==> config.mk <==
export PLATFORM = sky130hd
export DESIGN_NAME = sim_status_dev_flat
export DESIGN_NICKNAME = d
export VERILOG_FILES = /design/src/rtl/sim_status_pkg.sv /design/src/rtl/sim_status_dev_if.sv /design/src/rtl/sync_fifo.sv /design/src/rtl/sim_status_dev.sv /design/src/flat_wrapper.sv
export SDC_FILE = /design/constraint.sdc
export NUM_CORES = 1
export LEC_CHECK = 0
export CAP_MARGIN = 20
export CORE_MARGIN = 5
export CORE_UTILIZATION = 55
export CTS_BUF_LIST = sky130_fd_sc_hd__clkbuf_4
export DETAILED_ROUTE_END_ITERATION = 6
export MAX_ROUTING_LAYER = met4
export PLACE_DENSITY = 0.77
export SLEW_MARGIN = 10
export SYNTH_ARGS = -nofsm -noshare
export SYNTH_HDL_FRONTEND = slang
export SYNTH_SLANG_ARGS = --single-unit
==> constraint.sdc <==
create_clock -name clk -period 9.3 [get_ports clk]
set_input_delay 2.79 -clock clk [delete_from_list [all_inputs] [get_ports clk]]
set_output_delay 2.79 -clock clk [all_outputs]
set_load 0.05 [all_outputs]
==> src/rtl/sim_status_pkg.sv <==
// Shared definitions for the simulation status responder:
// register map, FSM states, the timeout code and small decode helpers.
package sim_status_pkg;

  localparam logic [31:0] OFF_STATUS   = 32'h00;
  localparam logic [31:0] OFF_CONSOLE  = 32'h04;
  localparam logic [31:0] OFF_CYCLE_LO = 32'h08;
  localparam logic [31:0] OFF_CYCLE_HI = 32'h0C;
  localparam logic [31:0] OFF_TIMEOUT  = 32'h10;

  localparam logic [31:0] TIMEOUT_CODE = 32'hFFFF_FFFF;

  typedef enum logic [1:0] {ST_RUN, ST_PASS, ST_FAIL, ST_TIMEOUT} state_e;

  typedef enum logic [2:0] {
    SEL_STATUS, SEL_CONSOLE, SEL_CYCLE_LO, SEL_CYCLE_HI, SEL_TIMEOUT, SEL_NONE
  } reg_sel_e;

  function automatic reg_sel_e decode_reg(input logic [31:0] byte_off);
    case (byte_off)
      OFF_STATUS:   return SEL_STATUS;
      OFF_CONSOLE:  return SEL_CONSOLE;
      OFF_CYCLE_LO: return SEL_CYCLE_LO;
      OFF_CYCLE_HI: return SEL_CYCLE_HI;
      OFF_TIMEOUT:  return SEL_TIMEOUT;
      default:      return SEL_NONE;
    endcase
  endfunction

  function automatic logic [31:0] merge_bytes(input logic [31:0] old_val,
                                              input logic [31:0] new_val,
                                              input logic [3:0]  strb);
    logic [31:0] r;
    r = old_val;
    for (int i = 0; i < 4; i++) begin
      if (strb[i]) r[8*i +: 8] = new_val[8*i +: 8];
    end
    return r;
  endfunction

endpackage

==> src/rtl/sim_status_dev_if.sv <==
// Request/response bus between the SoC data bus and the status responder.
interface sim_status_dev_if #(parameter int ADDR_W = 8);

  logic              req_valid;
  logic              req_ready;
  logic              req_we;
  logic [ADDR_W-1:0] req_addr;
  logic [31:0]       req_wdata;
  logic [3:0]        req_wstrb;
  logic              rsp_valid;
  logic [31:0]       rsp_rdata;

  modport master (
    output req_valid, req_we, req_addr, req_wdata, req_wstrb,
    input  req_ready, rsp_valid, rsp_rdata
  );

  modport slave (
    input  req_valid, req_we, req_addr, req_wdata, req_wstrb,
    output req_ready, rsp_valid, rsp_rdata
  );

endinterface

==> src/rtl/sync_fifo.sv <==
// Single-clock FIFO with occupancy count; head reads as zero while empty.
module sync_fifo #(
  parameter  int WIDTH = 8,
  parameter  int DEPTH = 4,
  localparam int AW    = $clog2(DEPTH)
) (
  input  logic             clk,
  input  logic             rst,
  input  logic             push,
  input  logic [WIDTH-1:0] wdata,
  input  logic             pop,
  output logic [WIDTH-1:0] rdata,
  output logic             full,
  output logic             empty,
  output logic [AW:0]      count
);

  logic [WIDTH-1:0] mem_q [DEPTH];
  logic [AW-1:0]    wr_ptr_q, wr_ptr_d, rd_ptr_q, rd_ptr_d;
  logic [AW:0]      count_q, count_d;
  logic             do_push, do_pop;

  assign full    = (count_q == (AW+1)'(DEPTH));
  assign empty   = (count_q == '0);
  assign count   = count_q;
  assign do_pop  = pop & ~empty;
  // A pop frees the slot the simultaneous push lands in, so full does not block it.
  assign do_push = push & (~full | do_pop);
  assign rdata   = empty ? '0 : mem_q[rd_ptr_q];

  always_comb begin
    // NOTE: every always_comb output gets a default first so no path leaves it unassigned (no latch).
    wr_ptr_d = wr_ptr_q;
    rd_ptr_d = rd_ptr_q;
    count_d  = count_q;
    if (do_push) wr_ptr_d = wr_ptr_q + AW'(1);
    if (do_pop)  rd_ptr_d = rd_ptr_q + AW'(1);
    case ({do_push, do_pop})
      2'b10:   count_d = count_q + (AW+1)'(1);
      2'b01:   count_d = count_q - (AW+1)'(1);
      default: count_d = count_q;
    endcase
  end

  always_ff @(posedge clk or posedge rst) begin
    // NOTE: sequential state uses non-blocking assignments so every flop samples pre-edge values.
    if (rst) begin
      wr_ptr_q <= '0;
      rd_ptr_q <= '0;
      count_q  <= '0;
    end else begin
      wr_ptr_q <= wr_ptr_d;
      rd_ptr_q <= rd_ptr_d;
      count_q  <= count_d;
    end
  end

  // NOTE: storage is not reset; emptiness comes from the pointers and rdata is masked while empty.
  always_ff @(posedge clk) begin
    if (do_push) mem_q[wr_ptr_q] <= wdata;
  end

endmodule

==> src/rtl/sim_status_dev.sv <==
// Memory-mapped pass/fail/timeout responder with cycle counter and console FIFO.
module sim_status_dev
  import sim_status_pkg::*;
#(
  parameter int          ADDR_W          = 8,
  parameter int          FIFO_DEPTH      = 4,
  parameter logic [31:0] DEFAULT_TIMEOUT = 32'd5000
) (
  input  logic             clk,
  input  logic             rst,
  sim_status_dev_if.slave  bus,
  output logic             char_valid,
  output logic [7:0]       char_data,
  input  logic             char_ready,
  output logic             done,
  output logic             pass,
  output logic             timeout,
  output logic [31:0]      fail_code
);

  localparam int CW = $clog2(FIFO_DEPTH) + 1;

  state_e      state_q, state_d;
  logic [63:0] cnt_q, cnt_d;
  logic [31:0] limit_q, limit_d, shadow_q, shadow_d;
  logic [31:0] fail_code_q, fail_code_d, rsp_rdata_q, rsp_rdata_d;
  logic        rsp_valid_q, done_q, pass_q, timeout_q;

  logic [ADDR_W-1:0] addr;
  reg_sel_e          sel;
  logic              accept, wr, rd, push, pop, fifo_full, fifo_empty;
  logic [CW-1:0]     fifo_count;

  assign addr   = bus.req_addr;
  assign sel    = decode_reg(32'(addr) & ~32'h3);
  assign pop    = char_valid & char_ready;
  assign bus.req_ready = ~(bus.req_valid & bus.req_we & (sel == SEL_CONSOLE) & fifo_full & ~pop);
  assign accept = bus.req_valid & bus.req_ready;
  assign wr     = accept & bus.req_we & (bus.req_wstrb != 4'b0000);
  assign rd     = accept & ~bus.req_we;
  assign push   = wr & (sel == SEL_CONSOLE);

  sync_fifo #(.WIDTH(8), .DEPTH(FIFO_DEPTH)) u_console_fifo (
    .clk   (clk),
    .rst   (rst),
    .push  (push),
    .wdata (bus.req_wdata[7:0]),
    .pop   (pop),
    .rdata (char_data),
    .full  (fifo_full),
    .empty (fifo_empty),
    .count (fifo_count)
  );

  assign char_valid    = ~fifo_empty;
  assign bus.rsp_valid = rsp_valid_q;
  assign bus.rsp_rdata = rsp_rdata_q;
  assign done          = done_q;
  assign pass          = pass_q;
  assign timeout       = timeout_q;
  assign fail_code     = fail_code_q;

  always_comb begin
    state_d     = state_q;
    cnt_d       = cnt_q;
    limit_d     = limit_q;
    shadow_d    = shadow_q;
    fail_code_d = fail_code_q;
    rsp_rdata_d = '0;

    // A STATUS write outranks a timeout match on the same edge; the counter stops on the finishing edge.
    if (state_q == ST_RUN) begin
      if (wr && sel == SEL_STATUS) begin
        state_d     = (bus.req_wdata == 32'd1) ? ST_PASS : ST_FAIL;
        fail_code_d = bus.req_wdata;
      end else if (limit_q != '0 && cnt_q == {32'd0, limit_q}) begin
        state_d     = ST_TIMEOUT;
        fail_code_d = TIMEOUT_CODE;
      end else begin
        cnt_d = cnt_q + 64'd1;
      end
    end

    if (wr && sel == SEL_TIMEOUT) limit_d = merge_bytes(limit_q, bus.req_wdata, bus.req_wstrb);

    if (rd) begin
      case (sel)
        SEL_STATUS:   rsp_rdata_d = fail_code_q;
        SEL_CONSOLE:  rsp_rdata_d = 32'(fifo_count);
        SEL_CYCLE_LO: begin
          rsp_rdata_d = cnt_q[31:0];
          shadow_d    = cnt_q[63:32];
        end
        SEL_CYCLE_HI: rsp_rdata_d = shadow_q;
        SEL_TIMEOUT:  rsp_rdata_d = limit_q;
        default:      rsp_rdata_d = '0;
      endcase
    end
  end

  always_ff @(posedge clk or posedge rst) begin
    if (rst) begin
      state_q     <= ST_RUN;
      cnt_q       <= '0;
      limit_q     <= DEFAULT_TIMEOUT;
      shadow_q    <= '0;
      fail_code_q <= '0;
      rsp_valid_q <= 1'b0;
      rsp_rdata_q <= '0;
      done_q      <= 1'b0;
      pass_q      <= 1'b0;
      timeout_q   <= 1'b0;
    end else begin
      state_q     <= state_d;
      cnt_q       <= cnt_d;
      limit_q     <= limit_d;
      shadow_q    <= shadow_d;
      fail_code_q <= fail_code_d;
      rsp_valid_q <= accept;
      rsp_rdata_q <= rsp_rdata_d;
      done_q      <= (state_d != ST_RUN);
      pass_q      <= (state_d == ST_PASS);
      timeout_q   <= (state_d == ST_TIMEOUT);
    end
  end

endmodule

==> src/flat_wrapper.sv <==
// flat-port wrapper written by rule: the top's interface ports become plain ports
module sim_status_dev_flat import sim_status_pkg::*;
#(
  parameter int          ADDR_W          = 8,
  parameter int          FIFO_DEPTH      = 4,
  parameter logic [31:0] DEFAULT_TIMEOUT = 32'd5000
)
  (clk, rst, char_valid, char_data, char_ready, done, pass, timeout, fail_code, bus_req_valid, bus_req_we, bus_req_addr, bus_req_wdata, bus_req_wstrb, bus_req_ready, bus_rsp_valid, bus_rsp_rdata);
  sim_status_dev_if #(.ADDR_W(ADDR_W)) bus_i ();
  input  logic clk;
  input  logic rst;
  output logic char_valid;
  output logic [7:0] char_data;
  input  logic char_ready;
  output logic done;
  output logic pass;
  output logic timeout;
  output logic [31:0] fail_code;
  input wire logic [$bits(bus_i.req_valid)-1:0] bus_req_valid;
  input wire logic [$bits(bus_i.req_we)-1:0] bus_req_we;
  input wire logic [$bits(bus_i.req_addr)-1:0] bus_req_addr;
  input wire logic [$bits(bus_i.req_wdata)-1:0] bus_req_wdata;
  input wire logic [$bits(bus_i.req_wstrb)-1:0] bus_req_wstrb;
  output wire logic [$bits(bus_i.req_ready)-1:0] bus_req_ready;
  output wire logic [$bits(bus_i.rsp_valid)-1:0] bus_rsp_valid;
  output wire logic [$bits(bus_i.rsp_rdata)-1:0] bus_rsp_rdata;
  assign bus_i.req_valid = bus_req_valid;
  assign bus_i.req_we = bus_req_we;
  assign bus_i.req_addr = bus_req_addr;
  assign bus_i.req_wdata = bus_req_wdata;
  assign bus_i.req_wstrb = bus_req_wstrb;
  assign bus_req_ready = bus_i.req_ready;
  assign bus_rsp_valid = bus_i.rsp_valid;
  assign bus_rsp_rdata = bus_i.rsp_rdata;
  sim_status_dev #(.ADDR_W(ADDR_W), .FIFO_DEPTH(FIFO_DEPTH), .DEFAULT_TIMEOUT(DEFAULT_TIMEOUT)) u_core (.clk(clk), .rst(rst), .bus(bus_i), .char_valid(char_valid), .char_data(char_data), .char_ready(char_ready), .done(done), .pass(pass), .timeout(timeout), .fail_code(fail_code));
endmodule
==> impl_metrics.yaml <==
routing:
  firstDrtPassIters: 5
  wl_um: 30600
  vias: 8059
  ant_nets: 0
  drt_iter0_markers: 566
  drc_errors: 0
  post_drt_wl_per_cell_um: 22.7
  vias_per_cell: 5.97
synthesis:
  seq_area_frac_synth_pct: 53.8
  postSynthNetCount: 947
  async_flop_share_pct: 86.5
  syn_avg_cell_area_um2: 12.7
  synthTopCellsByArea: "dfrtp_1, edfxtp_1, xnor2_1"
  yosysTopAreaCell: "dfrtp_1"
  synth_cells: 891
  ys_warn_count: 0
  ys.flop_type: "dfrtp_1"
  synth-edff-count: 32
  yosysUniqueCellTypes: 57
  netlist.area_leader.share_pct: 44.1
  syn-cell-area_um2: 11300
  synth-seq-cells: 237
timing:
  setup_viol: 0
  period_needed_ns: 7.75
  tightest_slew_ns: 1.09
  tns_ns: 0
  fmax_mhz: 129
  fin_crit_sh_pct: 83.3
  final_max_slew_viol_count: 0
  rsz0062_at_grt: "false"
  hold_violations: 0
  slew_headroom_pct: 27.3
  clock_skew_ns: 0.0325
run_status:
  outcome: "completed"
global_route:
  grt_pass1_vias: 8368
  grt_first_pass_wirelength_um: 48400
  grt.total_usage_pct: 26.7
  grt_max_degree: 134
  grt-ovfl-total: 0
  antenna_found_initial: 1
final_layout:
  syn_to_final_growth_pct: 18.8
  final_nets: 1091
  drive_above_1_share_pct: 18.8
  regArea_um2: 6100
  fillers: 1572
  stdcell_count: 1349
  multiInputGateArea_um2: 4940
floorplan:
  dieHeight_um: 154
  die_w_um: 154
  dieArea_um2: 23600
  num_rows: 52
  initial_core_util_pct: 55.9
  io_pins: 127
  coreArea_um2: 20300
worst_setup_path:
  required_ns: 6.51
  crit_type: "input port to output pin"
  crit_path_frequent_cell: "clkdlybuf4s50_1"
  max_stage_delay_ns: 0.75
  path_delay_family: "buffers and inverters"
  end_kind: "output pin"
  arrival_ns: 4.96
  crit_buf_inv: 2
  critPathMaxFanout: 6
  crit_chain: "clkdlybuf4s50_1 > nor4_4 > and3b_1 > nand4_1 > clkdlybuf4s50_1"
  start_kind: "input port"
  critPathSlowestCell: "clkdlybuf4s50_1"
cts:
  clock-sinks: 237
  cts_setup_buffers: 0
  cts_resized: 0
  h-tree-depth: 2
  root_buffer: "clkbuf_4"
  hold_buffers: 0
  cts_tree: "built"
  numCtsBuffers: 58
  path_clk_slew_ns: 0.06
  clockBufferDepth: 3
  clock_latency_ns: 0.68
job:
  maxCapViolations: 0
pwr:
  ir_drop_uv: 117
  powerDensity_nw_per_um2: 172
  total_power_mw: 2.32
  p_leak_nw: 5.87
place:
  hpwl_um: 21800
  place_congestion: 0.925
  placedCellCount: 1245
  portBuffers: 124
worst_hold_path:
  hp-class: "register to register"
logic make-up (layout without fill, tap and decap cells):
| logic type | after synthesis | after routing | share of synthesized area, % |
|---|---|---|---|
| other | 0 | 1 | 0 |
| adders and majority gates | 7 | 7 | 0.839 |
| buffers and inverters | 59 | 246 | 2.64 |
| muxes | 137 | 137 | 14.6 |
| DFF | 237 | 237 | 53.8 |
| and+or+nand+nor | 269 | 269 | 14.3 |
| xor gates and xnor gates | 98 | 98 | 7.57 |
| AOI/OAI and AO/OA | 84 | 84 | 6.32 |
synthesized netlist by cell type, types with 11 or more instances:
cell / count
clkbuf_1: 19
mux2_4: 28
nor2_1: 50
inv_1: 11
buf_2: 14
mux2_2: 35
and3_1: 19
xor2_1: 12
edfxtp_1: 32
nand3_1: 27
nor4_1: 35
and2_1: 18
o22a_1: 61
xnor2_1: 86
dfrtp_1: 200
mux2i_1: 65
nand2_1: 29
nand4_1: 48
state kept, by name, summed over array words and instances (netlist names):
signal,count
u_core.u_console_fifo.count,3
u_core.cnt_q,64
u_core.limit_q,32
u_core.bus.rsp_valid,1
u_core.u_console_fifo.wr_ptr_q,2
u_core.shadow_q,32
u_core.done,1
u_core.fail_code,32
u_core.timeout,1
u_core.bus.rsp_rdata,32
u_core.u_console_fifo.mem_q,32
u_core.state_q,2
u_core.pass,1
u_core.u_console_fifo.rd_ptr_q,2
stage by stage:
step / worst slack [ns] / util, % / instance area [um2] / hold slack, ns
after floorplan: 0.923 / - / 11300 / 0.450
after global placement: 1.59 / 62.7 / 12700 / 0.493
after detailed placement: 1.54 / 62.7 / 12700 / 0.493
after CTS: 1.54 / 66.4 / 13500 / 0.511
after global routing: 1.47 / 66.4 / 13500 / 0.535
final: 1.55 / 66.4 / 13500 / 0.514
area by class of cell:
cell class                 instances  area share (%)
antenna                            1          0.0186
clock buffer                      89            4.96
clock inverter                    14           0.622
inverter                          11           0.362
multi-input combinational        595            36.7
sequential                       237            45.3
tap                              270            2.51
timing repair buffer             132            9.58
final timing paths:
path	slack (ns)	depth (start not counted)	endpoint	start
max	1.55	5	bus_req_ready	bus_req_addr[5]
min	0.51	1	u_core.u_console_fifo.count[2]	u_core.u_console_fifo.count[2]
max reg2reg	6.23	6	u_core.fail_code[27]	u_core.cnt_q[34]
min reg2reg	0.51	1	u_core.u_console_fifo.count[2]	u_core.u_console_fifo.count[2]
max in group asynchronous	5.07	3	u_core.cnt_q[44]	rst
min in group asynchronous	2.71	2	u_core.fail_code[20]	rst
layout by cell type (no fill, tap or decap), types with 3 or more instances in the layout:
master             n
a21oi_1            5
and2_1            18
and3_1            19
and4_1             8
buf_4              8
clkbuf_4          89
clkdlybuf4s50_1  122
clkinv_1          11
dfrtp_1          200
dfstp_2            5
edfxtp_1          32
ha_1               6
inv_1             10
mux2_2            35
mux2_4            28
mux2i_1           65
mux4_2             8
nand2_1           29
nand3_1           27
nand4_1           48
nand4b_1           3
nor2_1            50
nor3_1             3
nor4_1            35
nor4b_1            3
o21ai_0            5
o22a_1            61
o22ai_1            3
o31ai_1            4
xnor2_1           86
xor2_1            12
worst register-to-register path, cell delays in order (launching register included):
cell       delay [ns]
dfrtp_1          0.50
nor4_1           0.31
nand4_1          0.25
nor4_4           0.37
o2111ai_4        0.35
a21boi_4         0.93
o22a_1           0.29
layer usage:
metal | GRT usage [%] | vias up | wire (um)
met5 | - | - | 0
met4 | 9.84 | 0 | 1100
met3 | 4.16 | 80 | 1620
met2 | 41.6 | 316 | 14800
met1 | 35.9 | 4038 | 13100
li1 | - | 3625 | -
report_power, final:
group	leakage [nW]	switching, mW	total (mW)	internal [mW]
clock	0.445	0.410	0.871	0.461
combinational	2.33	0.197	0.340	0.144
sequential	3.09	0.0407	1.11	1.07
total	5.87	0.648	2.32	1.68
(Power assumes the default switching activity.)
